==> config.mk <==
export PLATFORM = sky130hd
export DESIGN_NAME = cuppa_wvb_hdr_unpack_fifo
export DESIGN_NICKNAME = d
export VERILOG_FILES = /design/src/rtl/cuppa_wvb_hdr_pkg.sv /design/src/rtl/cuppa_wvb_hdr_fifo.sv /design/src/rtl/cuppa_wvb_hdr_unpack_fifo.sv
export SDC_FILE = /design/constraint.sdc
export NUM_CORES = 1
export LEC_CHECK = 0
export BUFFER_PORTS_ARGS = -buffer_cell sky130_fd_sc_hd__buf_2
export CORE_ASPECT_RATIO = 1.4
export CORE_MARGIN = 1.5
export CORE_UTILIZATION = 64
export DETAILED_ROUTE_END_ITERATION = 8
export PLACE_DENSITY = 0.85
export SKIP_CTS_REPAIR_TIMING = 1
export SLEW_MARGIN = 30
export SYNTH_ARGS = -nofsm -noshare
export SYNTH_HDL_FRONTEND = slang
export SYNTH_SLANG_ARGS = --single-unit
==> constraint.sdc <==
create_clock -name clk -period 5.86 [get_ports clk]
set_clock_uncertainty 0.15 [all_clocks]
set_input_delay 0.293 -clock clk [delete_from_list [all_inputs] [get_ports clk]]
set_output_delay 0.293 -clock clk [all_outputs]
set_load 0.03 [all_outputs]
==> src/rtl/cuppa_wvb_hdr_pkg.sv <==
// Shared widths, bundle field offsets and unpack helpers for the wvb header FIFO.
package cuppa_wvb_hdr_pkg;

    localparam int unsigned L_LTC_W  = 48;
    localparam int unsigned L_ADR_W  = 15;
    localparam int unsigned L_TRIG_W = 2;
    localparam int unsigned L_CONF_W = 6;
    localparam int unsigned L_DEPTH  = 4;
    localparam int unsigned L_CNT_W  = 32;

    function automatic int unsigned bun_w(input int unsigned ltc_w, input int unsigned adr_w,
                                          input int unsigned trig_w, input int unsigned conf_w);
        return ltc_w + 2 * adr_w + trig_w + 1 + conf_w;
    endfunction

    // Field LSB offsets inside the packed bundle (evt_ltc sits at bit 0).
    function automatic int unsigned off_start(input int unsigned ltc_w);
        return ltc_w;
    endfunction

    function automatic int unsigned off_stop(input int unsigned ltc_w, input int unsigned adr_w);
        return ltc_w + adr_w;
    endfunction

    function automatic int unsigned off_trig(input int unsigned ltc_w, input int unsigned adr_w);
        return ltc_w + 2 * adr_w;
    endfunction

    function automatic int unsigned off_cnst(input int unsigned ltc_w, input int unsigned adr_w,
                                             input int unsigned trig_w);
        return ltc_w + 2 * adr_w + trig_w;
    endfunction

    function automatic int unsigned off_conf(input int unsigned ltc_w, input int unsigned adr_w,
                                             input int unsigned trig_w);
        return ltc_w + 2 * adr_w + trig_w + 1;
    endfunction

    localparam int unsigned L_BUN_W = bun_w(L_LTC_W, L_ADR_W, L_TRIG_W, L_CONF_W);

    typedef struct packed {
        logic [L_CONF_W-1:0] pre_conf;
        logic                cnst_run;
        logic [L_TRIG_W-1:0] trig_src;
        logic [L_ADR_W-1:0]  stop_addr;
        logic [L_ADR_W-1:0]  start_addr;
        logic [L_LTC_W-1:0]  evt_ltc;
    } hdr_t;

    function automatic hdr_t unpack_hdr(input logic [L_BUN_W-1:0] bundle);
        return hdr_t'(bundle);
    endfunction

endpackage

==> src/rtl/cuppa_wvb_hdr_fifo.sv <==
// Generic synchronous FIFO with a registered first-word-fall-through head.
module cuppa_wvb_hdr_fifo #(
    parameter int unsigned P_W     = 8,
    parameter int unsigned P_DEPTH = 4
) (
    input  logic                     clk,
    input  logic                     rst,
    input  logic [P_W-1:0]           in_data,
    input  logic                     in_vld,
    output logic                     in_rdy,
    output logic [P_W-1:0]           out_data,
    output logic                     out_vld,
    input  logic                     out_rdy,
    output logic [$clog2(P_DEPTH):0] fill
);

    localparam int unsigned L_AW = $clog2(P_DEPTH);
    localparam int unsigned L_CW = L_AW + 1;

    logic [P_W-1:0]  mem [P_DEPTH];
    logic [L_AW-1:0] wr_ptr;
    logic [L_AW-1:0] rd_ptr;
    logic [L_AW-1:0] rd_nxt;
    logic [L_CW-1:0] cnt;
    logic [L_CW-1:0] cnt_nxt;
    logic            push;
    logic            pop;
    logic            full;

    assign full   = (cnt == L_CW'(P_DEPTH));
    assign in_rdy = !rst && !full;
    assign push   = in_vld && in_rdy;
    assign pop    = out_vld && out_rdy;
    assign fill   = cnt;

    always_comb begin
        rd_nxt  = rd_ptr + L_AW'(pop);
        cnt_nxt = cnt + L_CW'(push) - L_CW'(pop);
    end

    always_ff @(posedge clk) begin
        if (push) begin
            mem[wr_ptr] <= in_data;
        end
    end

    // The head register reloads only when the current head leaves or the FIFO was empty;
    // a push landing exactly at the new read slot bypasses the array.
    always_ff @(posedge clk) begin
        if (rst) begin
            wr_ptr   <= '0;
            rd_ptr   <= '0;
            cnt      <= '0;
            out_vld  <= 1'b0;
            out_data <= '0;
        end else begin
            if (push) begin
                wr_ptr <= wr_ptr + L_AW'(1);
            end
            rd_ptr  <= rd_nxt;
            cnt     <= cnt_nxt;
            out_vld <= (cnt_nxt != '0);
            if ((pop || cnt == '0) && cnt_nxt != '0) begin
                out_data <= (push && wr_ptr == rd_nxt) ? in_data : mem[rd_nxt];
            end
        end
    end

endmodule

==> src/rtl/cuppa_wvb_hdr_unpack_fifo.sv <==
// Buffers packed wvb headers and presents the head as unpacked fields plus
// derived waveform length, delivered-header count and LTC-order error flag.
module cuppa_wvb_hdr_unpack_fifo
    import cuppa_wvb_hdr_pkg::*;
#(
    parameter int unsigned P_LTC_W  = L_LTC_W,
    parameter int unsigned P_ADR_W  = L_ADR_W,
    parameter int unsigned P_TRIG_W = L_TRIG_W,
    parameter int unsigned P_CONF_W = L_CONF_W,
    parameter int unsigned P_DEPTH  = L_DEPTH,
    parameter int unsigned P_CNT_W  = L_CNT_W
) (
    input  logic                                                  clk,
    input  logic                                                  rst,
    input  logic [bun_w(P_LTC_W, P_ADR_W, P_TRIG_W, P_CONF_W)-1:0] in_bundle,
    input  logic                                                  in_vld,
    output logic                                                  in_rdy,
    output logic                                                  out_vld,
    input  logic                                                  out_rdy,
    output logic [P_LTC_W-1:0]                                    evt_ltc,
    output logic [P_ADR_W-1:0]                                    start_addr,
    output logic [P_ADR_W-1:0]                                    stop_addr,
    output logic [P_TRIG_W-1:0]                                   trig_src,
    output logic                                                  cnst_run,
    output logic [P_CONF_W-1:0]                                   pre_conf,
    output logic [P_ADR_W:0]                                      wvb_len,
    output logic [$clog2(P_DEPTH):0]                              fill,
    output logic [P_CNT_W-1:0]                                    hdr_cnt,
    output logic                                                  err_ltc
);

    localparam int unsigned L_BW      = bun_w(P_LTC_W, P_ADR_W, P_TRIG_W, P_CONF_W);
    localparam int unsigned L_LEN_W   = P_ADR_W + 1;
    localparam int unsigned L_PW      = L_BW + L_LEN_W;
    localparam int unsigned L_O_START = off_start(P_LTC_W);
    localparam int unsigned L_O_STOP  = off_stop(P_LTC_W, P_ADR_W);
    localparam int unsigned L_O_TRIG  = off_trig(P_LTC_W, P_ADR_W);
    localparam int unsigned L_O_CNST  = off_cnst(P_LTC_W, P_ADR_W, P_TRIG_W);
    localparam int unsigned L_O_CONF  = off_conf(P_LTC_W, P_ADR_W, P_TRIG_W);

    logic [P_ADR_W-1:0] len_diff;
    logic [L_LEN_W-1:0] len_in;
    logic [L_PW-1:0]    push_data;
    logic [L_PW-1:0]    head;
    logic               pop;
    logic               ltc_seen;
    logic [P_LTC_W-1:0] last_ltc;

    // Length is computed on entry so it travels with the header as a registered head field.
    always_comb begin
        len_diff  = in_bundle[L_O_STOP +: P_ADR_W] - in_bundle[L_O_START +: P_ADR_W];
        len_in    = L_LEN_W'(len_diff) + L_LEN_W'(1);
        push_data = {len_in, in_bundle};
    end

    cuppa_wvb_hdr_fifo #(
        .P_W     (L_PW),
        .P_DEPTH (P_DEPTH)
    ) u_fifo (
        .clk      (clk),
        .rst      (rst),
        .in_data  (push_data),
        .in_vld   (in_vld),
        .in_rdy   (in_rdy),
        .out_data (head),
        .out_vld  (out_vld),
        .out_rdy  (out_rdy),
        .fill     (fill)
    );

    assign evt_ltc    = head[0 +: P_LTC_W];
    assign start_addr = head[L_O_START +: P_ADR_W];
    assign stop_addr  = head[L_O_STOP +: P_ADR_W];
    assign trig_src   = head[L_O_TRIG +: P_TRIG_W];
    assign cnst_run   = head[L_O_CNST];
    assign pre_conf   = head[L_O_CONF +: P_CONF_W];
    assign wvb_len    = head[L_BW +: L_LEN_W];
    assign pop        = out_vld && out_rdy;

    // Delivered-header counter and sticky non-increasing LTC detector.
    always_ff @(posedge clk) begin
        if (rst) begin
            hdr_cnt  <= '0;
            err_ltc  <= 1'b0;
            ltc_seen <= 1'b0;
            last_ltc <= '0;
        end else if (pop) begin
            if (hdr_cnt != '1) begin
                hdr_cnt <= hdr_cnt + P_CNT_W'(1);
            end
            if (ltc_seen && evt_ltc <= last_ltc) begin
                err_ltc <= 1'b1;
            end
            ltc_seen <= 1'b1;
            last_ltc <= evt_ltc;
        end
    end

endmodule

==> impl_results.md <==
* Std cell rows at 85
* Routability cong. at 0.886
* Global Route Usage Sum at 28.1%
* Top FF cell, synth: edfxtp_1
* Syn_area_per_cell at 14.1 sq um
* Leak at 11.1 nW
* Worst Reg-to-Reg Cells at 13
* DR iter-0 viols at 1330
* Die Span Y at 238 um
* PD cells at 476 nW/um^2
* Pre-Repair DR Iteration Count at 7
* Initial antenna violation count at 3
* Vias per Instance at 6.04
* Slew Limit Fails at 0
* Pwr Total at 14.1 mW
* Die width at 171 um
* CTS tree: built
* Final Hold Slack at 0.0774 ns
* Fin crit period at 4.36 ns
* H-tree levels at 2
* Hold crit path type: in2reg
* Worst reg2reg path startpoint: u_fifo.fill[1]$_SDFF_PP0_
* Clock Tree Buf Depth at 3
* Routed wire per std cell at 21.5 um
* PnR worst setup slack at 1.50 ns
* Post-synth EDFFs at 412
* Crit Path Category: reg2reg
* Layout cell share with drive strength beyond 1 at 21.7%
* Area grow syn2layout at 17.7%
* Synth warn at 0
* R2r setup slk at 1.50 ns
* Hold Path Cell Cnt at 5
* Cells after Synth at 1792
* Final HPWL DP at 35300 um
* Reg2reg end: u_fifo.out_data[50]$_SDFFE_PP0P_
* Worst Setup Start Kind: flip-flop
* RSZ-0062 raised after global routing: false
* Arrival @ worst endpoint at 4.67 ns
* Via Count at 16100
* Starting Density at 65.2%
* Synth Net Count at 1956
* Pin count of the biggest net entering global routing at 139
* Synth area leaders: edfxtp_1 (49%), dfxtp_1 (15%), mux4_2 (9.2%), mux2i_1 (3.9%), ha_1 (3.5%)
* Max-Cap Viols at 0
* Gr ovfl total at 0
* Clock Sinks at 605
* Synthesis-stage register bit count at 605
* Core area at 38700 sq um
* CP required at 6.17 ns
* CTS buffer count at 55
* # IOs at 232
* Worst Setup End Kind: flip-flop
* Clock Pin Slew Worst Setup and Hold Paths at 0.07 ns
* Setup TNS at 0 ns
* FFs w/ async S/R, synth at 0%
* Post-Route WL at 57400 um
* DP Worst Slack at 1.37 ns
* Min-delay src: out_rdy
* Clock root cell: clkbuf_16
* Status: finished clean
* Final period util at 74.3%
* Least-Margin Pin Slew at 0.974 ns
* Vias in the first global route at 16000
* Final hold violation count at 0
* DRT antenna net count at 0
* DRC viols at 0
* Post-synth top area share at 49.0%
* Slew margin rel. at 35.1%
* First-pass GRT wire length at 87200 um
* Final design utilization at 76.8%
* Post-synthesis sequential area ratio at 64.3%
* Die area at 40700 sq um
* Most frequent cells in the layout: edfxtp_1 (412), buf_2 (230), dfxtp_1 (193)
* Hold Path Sink: last_ltc[38]$_SDFFE_PP0P_
* Clk_lat worst skew at 0.58 ns
* Max IR drop VDD at 0.463 mV
* Most common cell after layout, fill and taps aside: edfxtp_1
* CP Max Fanout at 80
* Nets at 2260
* Port Buffers at 231
* Synth area leader: edfxtp_1
* # setup viols final at 0
* Unique masters post-synth at 62
* Fmax at 0.230 GHz
* Mapped cell area at 25200 sq um
-- where the power goes --
group          internal [mW]  switching (mW)  leakage (nW)
Combinational           1.92            3.15          4.91
Clock                   2.12            1.53         0.907
Sequential              5.11           0.320          5.32
Total                   9.14            5.00          11.1
-- per-stage QoR --
step	cell area, sq um	cells
2_1_floorplan	25200	1792
3_3_place_gp	27000	2474
3_5_place_dp	27000	2474
4_1_cts	28800	2577
5_1_grt	29700	2665
6_report	29700	2666
-- state kept, by name, summed over array words and instances, names as in the netlist --
signal and flops:
u_fifo.fill 3, ltc_seen 1, u_fifo.wr_ptr 2, last_ltc 48, u_fifo.mem 412, u_fifo.out_vld 1, u_fifo.out_data 103, hdr_cnt 32
u_fifo.rd_ptr 2, err_ltc 1
-- cells by family (layout without fill, tap and decap cells) --
kind of cell | after synthesis | after routing | share of synthesized area (%)
flip-flops | 605 | 605 | 64.3
AND/OR/NAND/NOR | 421 | 421 | 7.47
AO/OA/AOI/OAI | 267 | 267 | 7.10
multiplexers | 202 | 202 | 13.1
buffers and inverters | 175 | 525 | 2.63
adder cells (fa/ha/maj) | 73 | 73 | 3.68
XOR/XNOR | 49 | 49 | 1.70
other | 0 | 2 | 0
-- layer usage --
| metal | global-route usage, % | up-vias | wire, um |
|---|---|---|---|
| li1 | - | 7378 | - |
| met1 | 33.3 | 8050 | 21600 |
| met2 | 50.9 | 566 | 30800 |
| met3 | 4.96 | 109 | 3200 |
| met4 | 10.5 | 2 | 1770 |
| met5 | 0 | - | 12 |
-- cell usage after synthesis (all sizes together) (20+ instances only) --
cell and count:
buf 20, edfxtp 412, nor2 166, o21ai 27
nor3 22, xnor2 27, mux2i 98, nand4 20
xor2 22, nand2 132, a21oi 83, clkbuf 72
ha 71, dfxtp 193, a211oi 106, mux4 103
inv 82
-- area by class of cell --
cell class	count	area [sq um]
flip-flops and latches	605	16200
fillers	2282	8990
multi-input cells	1012	8420
repair buffers	339	2230
clock buffers	77	1590
well taps	522	653
inverters	83	312
clock inverters	26	267
diodes	2	5.00
-- how the worst max path moves through the flow --
stage	from	depth (start not counted)	endpoint
after global placement	rst	13	u_fifo.out_data[67]$_SDFFE_PP0P_
after CTS	u_fifo.fill[1]$_SDFF_PP0_	13	u_fifo.out_data[50]$_SDFFE_PP0P_
after global routing	u_fifo.fill[1]$_SDFF_PP0_	13	u_fifo.out_data[50]$_SDFFE_PP0P_
after detailed placement	rst	13	u_fifo.out_data[50]$_SDFFE_PP0P_
after floorplan	u_fifo.fill[1]$_SDFF_PP0_	3	u_fifo.mem[0][0]$_DFFE_PP_
final	u_fifo.fill[1]$_SDFF_PP0_	13	u_fifo.out_data[50]$_SDFFE_PP0P_
-- worst max-delay path: stages, from the launching register on --
cell      delay [ns]
dfxtp_1         0.45
nor2_1          0.06
a21oi_1         0.43
and2_1          0.38
ha_1            0.22
inv_1           0.06
fa_1            0.37
xor2_1          0.16
xnor2_1         0.15
and3b_1         0.23
nor2_4          0.73
buf_12          0.39
nor2_1          0.09
a211oi_1        0.31
(Power assumes the default switching activity.)
